### src/rtl/epb_wb_bridge_pkg.sv
// Shared types, widths and address mapping for the EPB-to-Wishbone bridge.
// Latency: n/a (declarations only).
// Backpressure: n/a.
package epb_wb_pkg;

    localparam int EPB_ADDR_W = 23;
    localparam int EPB_GP_W   = 6;
    localparam int EPB_DATA_W = 16;
    localparam int WB_ADR_W   = 32;

    typedef enum logic [1:0] {
        ST_IDLE = 2'd0,
        ST_WB   = 2'd1,
        ST_RDY  = 2'd2,
        ST_HOLD = 2'd3
    } state_t;

    // EPB word address plus GP bits, turned into a Wishbone byte address.
    function automatic logic [WB_ADR_W-1:0] epb_byte_adr(
        input logic [EPB_GP_W-1:0]   gp,
        input logic [EPB_ADDR_W-1:0] addr
    );
        return {2'b00, gp, addr, 1'b0};
    endfunction

endpackage

### src/rtl/epb_wb_bridge_if.sv
// EPB pad-side and Wishbone master-side signal bundle for the bridge.
// Latency: n/a (wiring only).
// Backpressure: Wishbone slave stalls via wb_ack_i; EPB host waits on epb_rdy.
interface epb_wb_bridge_if;
    import epb_wb_pkg::*;

    logic                  epb_cs_n;
    logic                  epb_oe_n;
    logic                  epb_r_w_n;
    logic [1:0]            epb_be_n;
    logic [EPB_ADDR_W-1:0] epb_addr;
    logic [EPB_GP_W-1:0]   epb_addr_gp;
    logic [EPB_DATA_W-1:0] epb_data_in;
    logic [EPB_DATA_W-1:0] epb_data_out;
    logic                  epb_data_oe_n;
    logic                  epb_rdy;
    logic                  epb_rdy_oe;

    logic                  wb_cyc_o;
    logic                  wb_stb_o;
    logic                  wb_we_o;
    logic [WB_ADR_W-1:0]   wb_adr_o;
    logic [1:0]            wb_sel_o;
    logic [EPB_DATA_W-1:0] wb_dat_o;
    logic [EPB_DATA_W-1:0] wb_dat_i;
    logic                  wb_ack_i;

    logic [15:0]           timeout_cnt;

    // Bridge view: it is the Wishbone master.
    modport master (
        input  epb_cs_n, epb_oe_n, epb_r_w_n, epb_be_n, epb_addr, epb_addr_gp,
               epb_data_in, wb_dat_i, wb_ack_i,
        output epb_data_out, epb_data_oe_n, epb_rdy, epb_rdy_oe,
               wb_cyc_o, wb_stb_o, wb_we_o, wb_adr_o, wb_sel_o, wb_dat_o,
               timeout_cnt
    );

    // Environment view: EPB pads plus the Wishbone slave.
    modport slave (
        output epb_cs_n, epb_oe_n, epb_r_w_n, epb_be_n, epb_addr, epb_addr_gp,
               epb_data_in, wb_dat_i, wb_ack_i,
        input  epb_data_out, epb_data_oe_n, epb_rdy, epb_rdy_oe,
               wb_cyc_o, wb_stb_o, wb_we_o, wb_adr_o, wb_sel_o, wb_dat_o,
               timeout_cnt
    );

endinterface

### src/rtl/epb_wb_bridge_sync.sv
// Multi-flop synchronizer for one asynchronous control bit, resets to 1.
// Latency: STAGES clocks.
// Backpressure: none.
module epb_sync_bit #(
    parameter int STAGES = 2
) (
    input  logic clk,
    input  logic rst,
    input  logic d,
    output logic q
);

    logic [STAGES-1:0] ff;

    // Shift the asynchronous input through the chain; reset parks it inactive (high).
    always_ff @(posedge clk) begin
        if (rst) begin
            ff <= '1;
        end else begin
            ff <= {ff[STAGES-2:0], d};
        end
    end

    assign q = ff[STAGES-1];

endmodule

### src/rtl/epb_wb_bridge.sv
// Turns one asynchronous EPB cycle into one single-beat Wishbone classic transaction.
// Latency: SYNC_STAGES+1 clocks from cs_n fall to cyc; rdy one clock after ack/timeout.
// Backpressure: holds cyc/stb until wb_ack_i or TIMEOUT cycles, whichever comes first.
module epb_wb_bridge
    import epb_wb_pkg::*;
#(
    parameter int                    SYNC_STAGES  = 2,
    parameter int                    TIMEOUT      = 1024,
    parameter logic [EPB_DATA_W-1:0] TIMEOUT_DATA = 16'hDEAD
) (
    input  logic             wb_clk_i,
    input  logic             wb_rst_i,
    epb_wb_bridge_if.master  bus
);

    localparam int CNT_W = $clog2(TIMEOUT);

    logic cs_s, oe_s, rw_s;
    state_t state, state_nxt;

    logic [SYNC_STAGES-1:0] flush;      // fills with ones once the synchronizers carry real samples
    logic                   armed;      // cs_s seen high while idle/holding
    logic                   aborted;    // host dropped cs during the Wishbone phase
    logic [CNT_W-1:0]       wb_cnt;

    logic                  we_q;
    logic [WB_ADR_W-1:0]   adr_q;
    logic [1:0]            sel_q;
    logic [EPB_DATA_W-1:0] wdat_q;
    logic [EPB_DATA_W-1:0] rdat_q;
    logic [15:0]           tmo_cnt_q;

    logic start, ack, tmo_hit;

    epb_sync_bit #(.STAGES(SYNC_STAGES)) u_sync_cs (
        .clk(wb_clk_i), .rst(wb_rst_i), .d(bus.epb_cs_n), .q(cs_s));
    epb_sync_bit #(.STAGES(SYNC_STAGES)) u_sync_oe (
        .clk(wb_clk_i), .rst(wb_rst_i), .d(bus.epb_oe_n), .q(oe_s));
    epb_sync_bit #(.STAGES(SYNC_STAGES)) u_sync_rw (
        .clk(wb_clk_i), .rst(wb_rst_i), .d(bus.epb_r_w_n), .q(rw_s));

    assign start   = (state == ST_IDLE) && armed && !cs_s;
    assign tmo_hit = (wb_cnt == CNT_W'(TIMEOUT - 1));
    assign ack     = (state == ST_WB) && bus.wb_ack_i;

    // State register.
    always_ff @(posedge wb_clk_i) begin
        if (wb_rst_i) begin
            state <= ST_IDLE;
        end else begin
            state <= state_nxt;
        end
    end

    // Next state: an aborted cycle finishes on the bus but skips the rdy pulse.
    always_comb begin
        state_nxt = state;
        case (state)
            ST_IDLE: if (start) state_nxt = ST_WB;
            ST_WB:   if (bus.wb_ack_i || tmo_hit) state_nxt = (aborted || cs_s) ? ST_IDLE : ST_RDY;
            ST_RDY:  state_nxt = ST_HOLD;
            ST_HOLD: if (cs_s) state_nxt = ST_IDLE;
            default: state_nxt = ST_IDLE;
        endcase
    end

    // Capture the request at cycle start, run the timeout, latch read data on completion.
    always_ff @(posedge wb_clk_i) begin
        if (wb_rst_i) begin
            flush     <= '0;
            armed     <= 1'b0;
            aborted   <= 1'b0;
            wb_cnt    <= '0;
            we_q      <= 1'b0;
            adr_q     <= '0;
            sel_q     <= '0;
            wdat_q    <= '0;
            rdat_q    <= '0;
            tmo_cnt_q <= '0;
        end else begin
            flush <= {flush[SYNC_STAGES-2:0], 1'b1};
            if (start) begin
                armed <= 1'b0;
            end else if ((state == ST_IDLE || state == ST_HOLD) && flush[SYNC_STAGES-1] && cs_s) begin
                armed <= 1'b1;
            end
            if (start) begin
                adr_q   <= epb_byte_adr(bus.epb_addr_gp, bus.epb_addr);
                sel_q   <= ~bus.epb_be_n;
                wdat_q  <= bus.epb_data_in;
                we_q    <= ~rw_s;
                wb_cnt  <= '0;
                aborted <= 1'b0;
            end
            if (state == ST_WB) begin
                wb_cnt <= wb_cnt + CNT_W'(1);
                if (cs_s) aborted <= 1'b1;
                if (ack) begin
                    if (!we_q) rdat_q <= bus.wb_dat_i;
                end else if (tmo_hit) begin
                    if (!we_q) rdat_q <= TIMEOUT_DATA;
                    if (tmo_cnt_q != 16'hFFFF) tmo_cnt_q <= tmo_cnt_q + 16'd1;
                end
            end
        end
    end

    assign bus.wb_cyc_o      = (state == ST_WB);
    assign bus.wb_stb_o      = (state == ST_WB);
    assign bus.wb_we_o       = we_q;
    assign bus.wb_adr_o      = adr_q;
    assign bus.wb_sel_o      = sel_q;
    assign bus.wb_dat_o      = wdat_q;
    assign bus.epb_data_out  = rdat_q;
    assign bus.epb_rdy       = (state == ST_RDY);
    assign bus.epb_rdy_oe    = (state != ST_IDLE);
    // Drive the pads only once read data is valid and the host is asking for it.
    assign bus.epb_data_oe_n = !((state == ST_RDY || state == ST_HOLD) && !we_q && !oe_s);
    assign bus.timeout_cnt   = tmo_cnt_q;

endmodule

### src/flat_wrapper.sv
// flat-port wrapper written by rule: the top's interface ports become plain ports
module epb_wb_bridge_flat import epb_wb_pkg::*;
#(
    parameter int                    SYNC_STAGES  = 2,
    parameter int                    TIMEOUT      = 1024,
    parameter logic [EPB_DATA_W-1:0] TIMEOUT_DATA = 16'hDEAD
)
  (wb_clk_i, wb_rst_i, bus_epb_cs_n, bus_epb_oe_n, bus_epb_r_w_n, bus_epb_be_n, bus_epb_addr, bus_epb_addr_gp, bus_epb_data_in, bus_wb_dat_i, bus_wb_ack_i, bus_epb_data_out, bus_epb_data_oe_n, bus_epb_rdy, bus_epb_rdy_oe, bus_wb_cyc_o, bus_wb_stb_o, bus_wb_we_o, bus_wb_adr_o, bus_wb_sel_o, bus_wb_dat_o, bus_timeout_cnt);
  epb_wb_bridge_if bus_i ();
  input  logic wb_clk_i;
  input  logic wb_rst_i;
  input wire logic [$bits(bus_i.epb_cs_n)-1:0] bus_epb_cs_n;
  input wire logic [$bits(bus_i.epb_oe_n)-1:0] bus_epb_oe_n;
  input wire logic [$bits(bus_i.epb_r_w_n)-1:0] bus_epb_r_w_n;
  input wire logic [$bits(bus_i.epb_be_n)-1:0] bus_epb_be_n;
  input wire logic [$bits(bus_i.epb_addr)-1:0] bus_epb_addr;
  input wire logic [$bits(bus_i.epb_addr_gp)-1:0] bus_epb_addr_gp;
  input wire logic [$bits(bus_i.epb_data_in)-1:0] bus_epb_data_in;
  input wire logic [$bits(bus_i.wb_dat_i)-1:0] bus_wb_dat_i;
  input wire logic [$bits(bus_i.wb_ack_i)-1:0] bus_wb_ack_i;
  output wire logic [$bits(bus_i.epb_data_out)-1:0] bus_epb_data_out;
  output wire logic [$bits(bus_i.epb_data_oe_n)-1:0] bus_epb_data_oe_n;
  output wire logic [$bits(bus_i.epb_rdy)-1:0] bus_epb_rdy;
  output wire logic [$bits(bus_i.epb_rdy_oe)-1:0] bus_epb_rdy_oe;
  output wire logic [$bits(bus_i.wb_cyc_o)-1:0] bus_wb_cyc_o;
  output wire logic [$bits(bus_i.wb_stb_o)-1:0] bus_wb_stb_o;
  output wire logic [$bits(bus_i.wb_we_o)-1:0] bus_wb_we_o;
  output wire logic [$bits(bus_i.wb_adr_o)-1:0] bus_wb_adr_o;
  output wire logic [$bits(bus_i.wb_sel_o)-1:0] bus_wb_sel_o;
  output wire logic [$bits(bus_i.wb_dat_o)-1:0] bus_wb_dat_o;
  output wire logic [$bits(bus_i.timeout_cnt)-1:0] bus_timeout_cnt;
  assign bus_i.epb_cs_n = bus_epb_cs_n;
  assign bus_i.epb_oe_n = bus_epb_oe_n;
  assign bus_i.epb_r_w_n = bus_epb_r_w_n;
  assign bus_i.epb_be_n = bus_epb_be_n;
  assign bus_i.epb_addr = bus_epb_addr;
  assign bus_i.epb_addr_gp = bus_epb_addr_gp;
  assign bus_i.epb_data_in = bus_epb_data_in;
  assign bus_i.wb_dat_i = bus_wb_dat_i;
  assign bus_i.wb_ack_i = bus_wb_ack_i;
  assign bus_epb_data_out = bus_i.epb_data_out;
  assign bus_epb_data_oe_n = bus_i.epb_data_oe_n;
  assign bus_epb_rdy = bus_i.epb_rdy;
  assign bus_epb_rdy_oe = bus_i.epb_rdy_oe;
  assign bus_wb_cyc_o = bus_i.wb_cyc_o;
  assign bus_wb_stb_o = bus_i.wb_stb_o;
  assign bus_wb_we_o = bus_i.wb_we_o;
  assign bus_wb_adr_o = bus_i.wb_adr_o;
  assign bus_wb_sel_o = bus_i.wb_sel_o;
  assign bus_wb_dat_o = bus_i.wb_dat_o;
  assign bus_timeout_cnt = bus_i.timeout_cnt;
  epb_wb_bridge #(.SYNC_STAGES(SYNC_STAGES), .TIMEOUT(TIMEOUT), .TIMEOUT_DATA(TIMEOUT_DATA)) u_core (.wb_clk_i(wb_clk_i), .wb_rst_i(wb_rst_i), .bus(bus_i));
endmodule
### config.mk
export PLATFORM = sky130hd
export DESIGN_NAME = epb_wb_bridge_flat
export DESIGN_NICKNAME = d
export VERILOG_FILES = /design/src/rtl/epb_wb_bridge_pkg.sv /design/src/rtl/epb_wb_bridge_if.sv /design/src/rtl/epb_wb_bridge_sync.sv /design/src/rtl/epb_wb_bridge.sv /design/src/flat_wrapper.sv
export SDC_FILE = /design/constraint.sdc
export NUM_CORES = 1
export LEC_CHECK = 0
export ABC_CLOCK_PERIOD_IN_PS = 6800
export CORE_MARGIN = 4
export CORE_UTILIZATION = 45
export CTS_BUF_LIST = sky130_fd_sc_hd__clkbuf_16
export CTS_CLUSTER_DIAMETER = 40
export CTS_CLUSTER_SIZE = 14
export DETAILED_ROUTE_END_ITERATION = 16
export PLACE_DENSITY_LB_ADDON = 0.15
export SYNTH_ARGS = -nofsm -noshare
export SYNTH_HDL_FRONTEND = slang
export SYNTH_SLANG_ARGS = --single-unit
### constraint.sdc
create_clock -name wb_clk_i -period 6.8 [get_ports wb_clk_i]
set_input_delay 1.7 -clock wb_clk_i [delete_from_list [all_inputs] [get_ports wb_clk_i]]
set_output_delay 1.7 -clock wb_clk_i [all_outputs]
set_load 0.1 [all_outputs]
; Word level (Yosys, flattened, before mapping)
; Index checks and enable logic that the tools add are counted.
[word_totals]
rom_bits = 0
ff_bits = 102
output_inout_bits = 88
mem_bits_rw = 0
latch_bits = 0
inputBits = 69
wordCells = 67
memories = 0
[op_classes]
div = 0
n_mul = 0
order_cmp = 0
mux = 15
reduce_logical = 23
bitwise_logic = 4
eq_ne = 8
n_shift = 0
n_addsub = 2
[ops]
columns = operator, count
row1 = $mux W16, 4
row2 = $mux W10, 2
row3 = $add A16 B1 Y16 const B, 1
row4 = $ne A16 B16 Y1 const B, 1
row5 = $add A10 B1 Y10 const B, 1
row6 = $eq A10 B10 Y1 const B, 1
row7 = $mux W2, 4
row8 = $pmux W2 S4, 1
row9 = $logic_and A1 B1 Y1, 7
row10 = $reduce_and A3 Y1, 2
row11 = $reduce_bool A2 Y1, 3
row12 = $eq A2 B2 Y1 const B, 2
row13 = $logic_not A1 Y1, 4
row14 = $logic_or A1 B1 Y1, 4
row15 = $mux W1, 4
row16 = $ne A2 B1 Y1 const B, 2
row17 = $reduce_and A4 Y1, 1
row18 = $not A1 Y1, 3
row19 = $eq A2 B1 Y1 const B, 1
row20 = $logic_not A2 Y1, 1
row21 = $ne A2 B2 Y1 const B, 1
row22 = $not A2 Y2, 1
row23 = $reduce_or A2 Y1, 1

; Logic depth before layout (Yosys ltp)
; Gate-level depths: netlist of run 1.
[logic_depth]
ltp_word = 6
ltp_mapped = 8
mapped_depth_nobuf = 7

; Modules after synthesis
; From an unflattened synthesis of run 1, not the netlist that was laid out.
[unflattened]
cells_unflattened = 500
hier_area_um2 = 4023.9
[modules_own_cells]
columns = mod, area_per_inst_um2, seq_area_each_um2, cells_each, n_inst
row1 = epb_wb_bridge, 3866.2, 1921.8, 488, 1
row2 = epb_sync_bit, 52.6, 40.0, 4, 3

; Worst setup path before layout of run 1
; Ideal clock, no wire load.
[synth_path]
path_type = register to output
from = register u_core.state[0]
to = output bus_epb_data_oe_n
setup_slack_ns = 1.827
t_required_ns = 5.100
t_arrival_ns = 3.273
path_stages_with_launch = 4
cell_sequence = dfxtp_1 -> inv_1 -> ha_1 -> o21ai_0
[synth_via]
elab_chain_len = 5
elab_cells_between_ends = 6
cone_classes = 2 x eq/ne / 4 x reduce/logical
[synth_rtl]
columns = item, line
row1 = from (decl), epb_wb_bridge.sv:19  ; state_t state, state_nxt;
row2 = from (signal assigned), epb_wb_bridge.sv:51  ; state <= state_nxt;
row3 = $eq A2 B2 Y1, --
row4 = via bus_epb_rdy, flat_wrapper.sv:23  ; output wire logic [$bits(bus_i.epb_rdy)-1:0] bus_epb_rdy;
row5 = $logic_or A1 B1 Y1, epb_wb_bridge.sv:118  ; assign bus.epb_data_oe_n = !((state == ST_RDY || state == ST_HOLD) && !we_q && !oe_s);
row6 = $logic_and A1 B1 Y1 (2 in series), epb_wb_bridge.sv:118
row7 = $logic_not A1 Y1, epb_wb_bridge.sv:118
row8 = to (decl), flat_wrapper.sv:22  ; output wire logic [$bits(bus_i.epb_data_oe_n)-1:0] bus_epb_data_oe_n;
; The timed path passes the listed nets, and every way through them passes these cells.

==> results.toml, run 1 <==
[status]
status = "completed"

[clocking]
post_cts_resized = 0
cts_buffers = 9
cts_htree_levels = 3
cts-root-buf = "clkbuf_16"
cts.reportedPaths.clkPinSlew_ns = 0.07
post-cts-setup-buffers = 0
clkLatencyLatePin_ns = 0.33
cts.sinks = 102
clockBufferDepth = 2
cts_tree = "done"
ctsHoldBuffers = 0

[die]
die-width_microns = 102
initial_core_util = 0.459
die_y_microns = 102
row_count = 34
io_pins = 157
coreArea_sq_mm = 0.00868
dieArea_sq_mm = 0.0104

[yosys]
avgSynthCellArea_sq_um = 8.26
synthArstFlopShare = 0
ys_seq_area_frac = 0.512
ys_ff_latch = 102
syn-cell-area_sq_mm = 0.00399
synthCells = 483
ys_types = 38
synth_edf_count = 0
yosysWarningCount = 0
synthFlopType = "dfxtp_1"

[sta]
drv_slew = 0
tightest_slew_ns = 1.01
finalCriticalPeriod_ns = 4.45
worst_slack_ns = 2.35
maxSlewHeadroom = 0.324
max_freq_ghz = 0.225
fin_hold_ws_ns = 0.400
timing.setup.tns_ns = 0
period_share = 0.655
setup_viol = 0
finalHoldViolCount = 0
clock-skew-final_ns = 0.00787
grt_setup_unrepaired = "no"

[worst_setup_path]
crit_required_ns = 5.10
worstPathArrival_ns = 2.75
end_kind = "output pin"
start_kind = "flop"
path_class = "reg2out"
critPathMaxFanout = 24

[cells_and_area]
fin_area_sq_mm = 0.00584
nets = 693
final_cell_mix = "clkdlybuf4s50_1, nand2_1, dfxtp_1"
final_common_cell = "clkdlybuf4s50_1"
drive_gt1_frac = 0.0419
layout-area-overhead-vs-synth_pct = 46.3
antenna_cells = 0

[place]
place_ws_ns = 2.68
numPortBuffers = 153
hpwl_mm = 7.33
place.gp.congestion = 0.795
place_area_sq_mm = 0.00553

[routing]
drc = 0
drt-vias-per-instance = 5.21
detail-route-antenna-nets = 0
drt_first_iter_violations = 107
num_vias = 3795
wirelength_mm = 10.5
wl_per_cell_microns = 14.5
dr.pass1.iters = 4

[min_path]
hold_class = "reg2reg"

[grt]
grtUsageTotal = 0.198
grt_pass1_wl_mm = 16.5
antenna_found_initial = 0
grt_max_degree = 52
overflow = 0
grt_pass1_vias = 3604

[power]
leakage_nw = 1.93
power_density_mw_per_mm2 = 234
max-vdd-ir-drop_mv = 0.125

[flow_run]
maxCapViolCount = 0
==> per-layer routing <==
layer | wire (microns) | GRT usage
met2 | 5420 | 0.344
met5 | 0 | 0
met3 | 693 | 0.0546
met4 | 138 | 0.0666
met1 | 4280 | 0.236
==> final cells by class <==
class	count	area (sq um)
clock buffers	9	225
multi-input cells	340	1770
repair buffers	156	1550
inverters	9	33.8
fillers	735	2840
well taps	108	135
clock inverters	5	76.3
flip-flops and latches	102	2040
==> worst max-delay path: stages (launching register included) <==
cell             delay [ns]
dfxtp_1                0.35
inv_1                  0.10
ha_1                   0.69
clkdlybuf4s50_1        1.27
==> sequential cells by signal (all words and copies together), names as in the netlist, named ones only <==
register	flops
u_core.u_sync_cs.ff	2
u_core.bus.epb_data_out	16
u_core.aborted	1
u_core.wb_cnt	10
u_core.bus.wb_adr_o	29
u_core.state	1
u_core.bus.timeout_cnt	16
u_core.bus.wb_we_o	1
u_core.u_sync_rw.ff	2
u_core.bus.wb_sel_o	2
u_core.armed	1
u_core.bus.wb_dat_o	16
u_core.u_sync_oe.ff	2
u_core.flush	2
==> cells by family after synthesis <==
logic type / synth area share
other: 0.000940
buffers and inverters: 0.0461
DFF: 0.512
and+or+nand+nor: 0.270
muxes: 0.00753
xor gates and xnor gates: 0.0242
AOI/OAI and AO/OA: 0.120
adders and majority gates: 0.0188
==> stage by stage <==
stage / power [mW] / cells / util
final: 1.37 / 729 / 0.672
after global routing: 1.42 / 729 / 0.672
after CTS: 1.38 / 729 / 0.672
after detailed placement: 0.851 / 715 / 0.638
after global placement: 0.848 / 715 / 0.638
after floorplan: 0.780 / 485 / -
==> report_power, final <==
part           internal, mW  leakage, nW  switching (mW)
clock                 0.317        0.145           0.212
sequential            0.612        0.825         0.00825
combinational        0.0693        0.963           0.148
total                 0.998         1.93           0.368
==> Yosys cell counts, drive strengths merged (3+ instances only) <==
| master | number | area [sq um] |
|---|---|---|
| nor2 | 34 | 128 |
| and4 | 5 | 43.8 |
| a211oi | 4 | 30.0 |
| o31ai | 5 | 37.5 |
| or3 | 4 | 25.0 |
| nand2 | 104 | 390 |
| or2 | 7 | 43.8 |
| nor4 | 5 | 31.3 |
| inv | 9 | 33.8 |
| nand3 | 8 | 40.0 |
| nand3b | 3 | 22.5 |
| nor3 | 32 | 160 |
| a311oi | 3 | 26.3 |
| buf | 6 | 45.0 |
| o21ai | 10 | 50.1 |
| clkbuf | 28 | 105 |
| or4 | 5 | 37.5 |
| nand4 | 14 | 93.8 |
| mux2i | 3 | 30.0 |
| xnor2 | 7 | 61.3 |
| ha | 6 | 75.1 |
| a21oi | 64 | 320 |
| dfxtp | 102 | 2040 |
| xor2 | 4 | 35.0 |
==> final timing paths <==
path	startpoint	end	slack, ns	cells after the start
hold reg to reg	u_core.u_sync_rw.ff[1]$_SDFF_PP1_	u_core.bus.wb_we_o$_SDFFE_PP0P_	0.40	1
setup / recovery	flop	bus_wb_cyc_o	2.35	3
hold / removal	u_core.u_sync_rw.ff[1]$_SDFF_PP1_	u_core.bus.wb_we_o$_SDFFE_PP0P_	0.40	1
setup reg to reg	flop	u_core.bus.timeout_cnt[6]$_SDFFE_PP0P_	3.50	7
Power figures use the tool's default switching activity.
==> inputs of run 2 (changes only) <==
--- a/config.mk
+++ b/config.mk
@@ -5,9 +5,9 @@
 export SDC_FILE = /design/constraint.sdc
 export NUM_CORES = 1
 export LEC_CHECK = 0
-export ABC_CLOCK_PERIOD_IN_PS = 6800
+export ABC_CLOCK_PERIOD_IN_PS = 4400
 export CORE_MARGIN = 4
-export CORE_UTILIZATION = 45
+export CORE_UTILIZATION = 43
 export CTS_BUF_LIST = sky130_fd_sc_hd__clkbuf_16
 export CTS_CLUSTER_DIAMETER = 40
 export CTS_CLUSTER_SIZE = 14
==> constraint.sdc (replaced) <==
create_clock -name wb_clk_i -period 4.4 [get_ports wb_clk_i]
set_input_delay 1.1 -clock wb_clk_i [delete_from_list [all_inputs] [get_ports wb_clk_i]]
set_output_delay 1.1 -clock wb_clk_i [all_outputs]
set_load 0.1 [all_outputs]
==> run 2 against run 1 <==
  * Worst setup slack worse by 1.4 ns
  * Global-route usage down 0.72 points
  * Non-clock buffer count up 2
  * Die area up 4.3%
  * Power up 50%
  * Via count down 0.79%
  * Final area down 0.19%
  * Clock skew about the same
  * First-iteration DRC count down 13%
  * Routed wire length up 1.1%
  * Sequential power up 55%
  * Count of clock-buffer cells in the layout unchanged
  * Critical endpoint is now bus_epb_rdy_oe
  * Largest cell class unchanged
  * Largest power group unchanged
==> results.toml, run 2 (synthesized netlist as in run 1, its figures left out) <==
[cells_and_area]
largest_reg_flops = 29
final_cell_mix = "clkdlybuf4s50_1, nand2_1, dfxtp_1"
nets = 695
layout-area-overhead-vs-synth_pct = 46.1
layoutNonFillerInstCount = 732
utilization = 0.655
drive_gt1_frac = 0.0481
final_common_cell = "clkdlybuf4s50_1"
fillCellCount = 798
antenna_cells = 0

[clocking]
cts_buffers = 9
post_cts_resized = 0
cts_tree = "done"
ctsHoldBuffers = 0
clkLatencyLatePin_ns = 0.34
cts_htree_levels = 3
clockBufferDepth = 2
cts.sinks = 102
post-cts-setup-buffers = 0
cts.reportedPaths.clkPinSlew_ns = 0.07
cts-root-buf = "clkbuf_16"

[place]
hpwl_mm = 7.56
place.gp.congestion = 0.760
numPortBuffers = 153
dp.cells = 717

[grt]
grt_pass1_vias = 3580
grt_use_met2 = 0.330
use_met3 = 0.0658
antenna_found_initial = 0
grtUsageTotal = 0.191
grt_pass1_wl_mm = 17.4
gr-usage-met1 = 0.229
overflow = 0
grt_max_degree = 56
grt-busiest-layer = "met2"

[power]
max-vdd-ir-drop_mv = 0.199
power_density_mw_per_mm2 = 353
leakage_nw = 1.94

[worst_setup_path]
path_class = "reg2out"
end_kind = "output pin"
start_kind = "flop"
worstPathArrival_ns = 2.37
rrSetupSlack_ns = 1.78
crit_required_ns = 3.30
critPathMaxFanout = 5

[routing]
wl_per_cell_microns = 14.5
dr.pass1.iters = 4
drt-vias-per-instance = 5.14
detail-route-antenna-nets = 0
num_vias = 3765
drt_first_iter_violations = 93
wirelength_mm = 10.7
drc = 0

[die]
row_count = 34
die_y_microns = 104
dieArea_sq_mm = 0.0109
die-width_microns = 104
io_pins = 157
coreArea_sq_mm = 0.00889
initial_core_util = 0.448

[sta]
max_freq_ghz = 0.289
drv_slew = 0
clock-skew-final_ns = 0.00802
period_share = 0.788
maxSlewHeadroom = 0.324
grt_setup_unrepaired = "no"
finalHoldViolCount = 0
timing.setup.tns_ns = 0
tightest_slew_ns = 1.01
setup_viol = 0
finalCriticalPeriod_ns = 3.47

[flow_run]
maxCapViolCount = 0

[min_path]
hold_class = "reg2reg"

[status]
status = "completed"
run 2: area by class of cell:
type                            instances  area (sq um)  share of cell area
Clock buffer                            9           225              0.0387
Multi-Input combinational cell        340          1770               0.305
Clock inverter                          6          55.1             0.00945
Sequential cell                       102          2040               0.351
Tap cell                              108           135              0.0232
Timing Repair Buffer                  158          1560               0.268
Inverter                                9          33.8             0.00580
run 2: critical path: stages, from the launching register on:
cell,delay [ns]
dfxtp_1,0.36
inv_1,0.11
ha_1,0.25
inv_1,0.13
clkdlybuf4s50_1,1.17
run 2: power by group:
group / leakage, nW / switching [mW] / total [mW] / internal (mW)
logic: 0.977 / 0.230 / 0.338 / 0.107
clock network: 0.140 / 0.328 / 0.760 / 0.432
registers: 0.825 / 0.0124 / 0.958 / 0.946
run 2: worst paths after layout:
path | start | cells past startpoint | to
hold / removal | u_core.u_sync_cs.ff[0]$_SDFF_PP1_ | 1 | u_core.u_sync_cs.ff[1]$_SDFF_PP1_
hold reg to reg | u_core.u_sync_cs.ff[0]$_SDFF_PP1_ | 1 | u_core.u_sync_cs.ff[1]$_SDFF_PP1_
setup reg to reg | flop | 7 | u_core.bus.timeout_cnt[10]$_SDFFE_PP0P_
setup / recovery | u_core.state[0]$_SDFFE_PP0P_ | 4 | bus_epb_rdy_oe
run 2: per-stage QoR:
step | hold WS (ns) | power (mW) | worst slack, ns | cell area [sq um]
finish | 0.410 | 2.06 | 0.934 | 5820
global route | 0.429 | 2.13 | 0.824 | 5820
CTS | 0.411 | 2.08 | 0.917 | 5820
detailed placement | 0.394 | 1.32 | 0.852 | 5540
global placement | 0.391 | 1.31 | 0.928 | 5540
floorplan | 0.389 | 1.20 | 0.0275 | 4000
run 2: metal layers:
layer	wire length, microns	up-vias	share of wire
met5	0	-	0
met4	95	0	0.0089
met3	619	9	0.058
met2	5420	96	0.51
met1	4510	1748	0.42
li1	-	1912	-
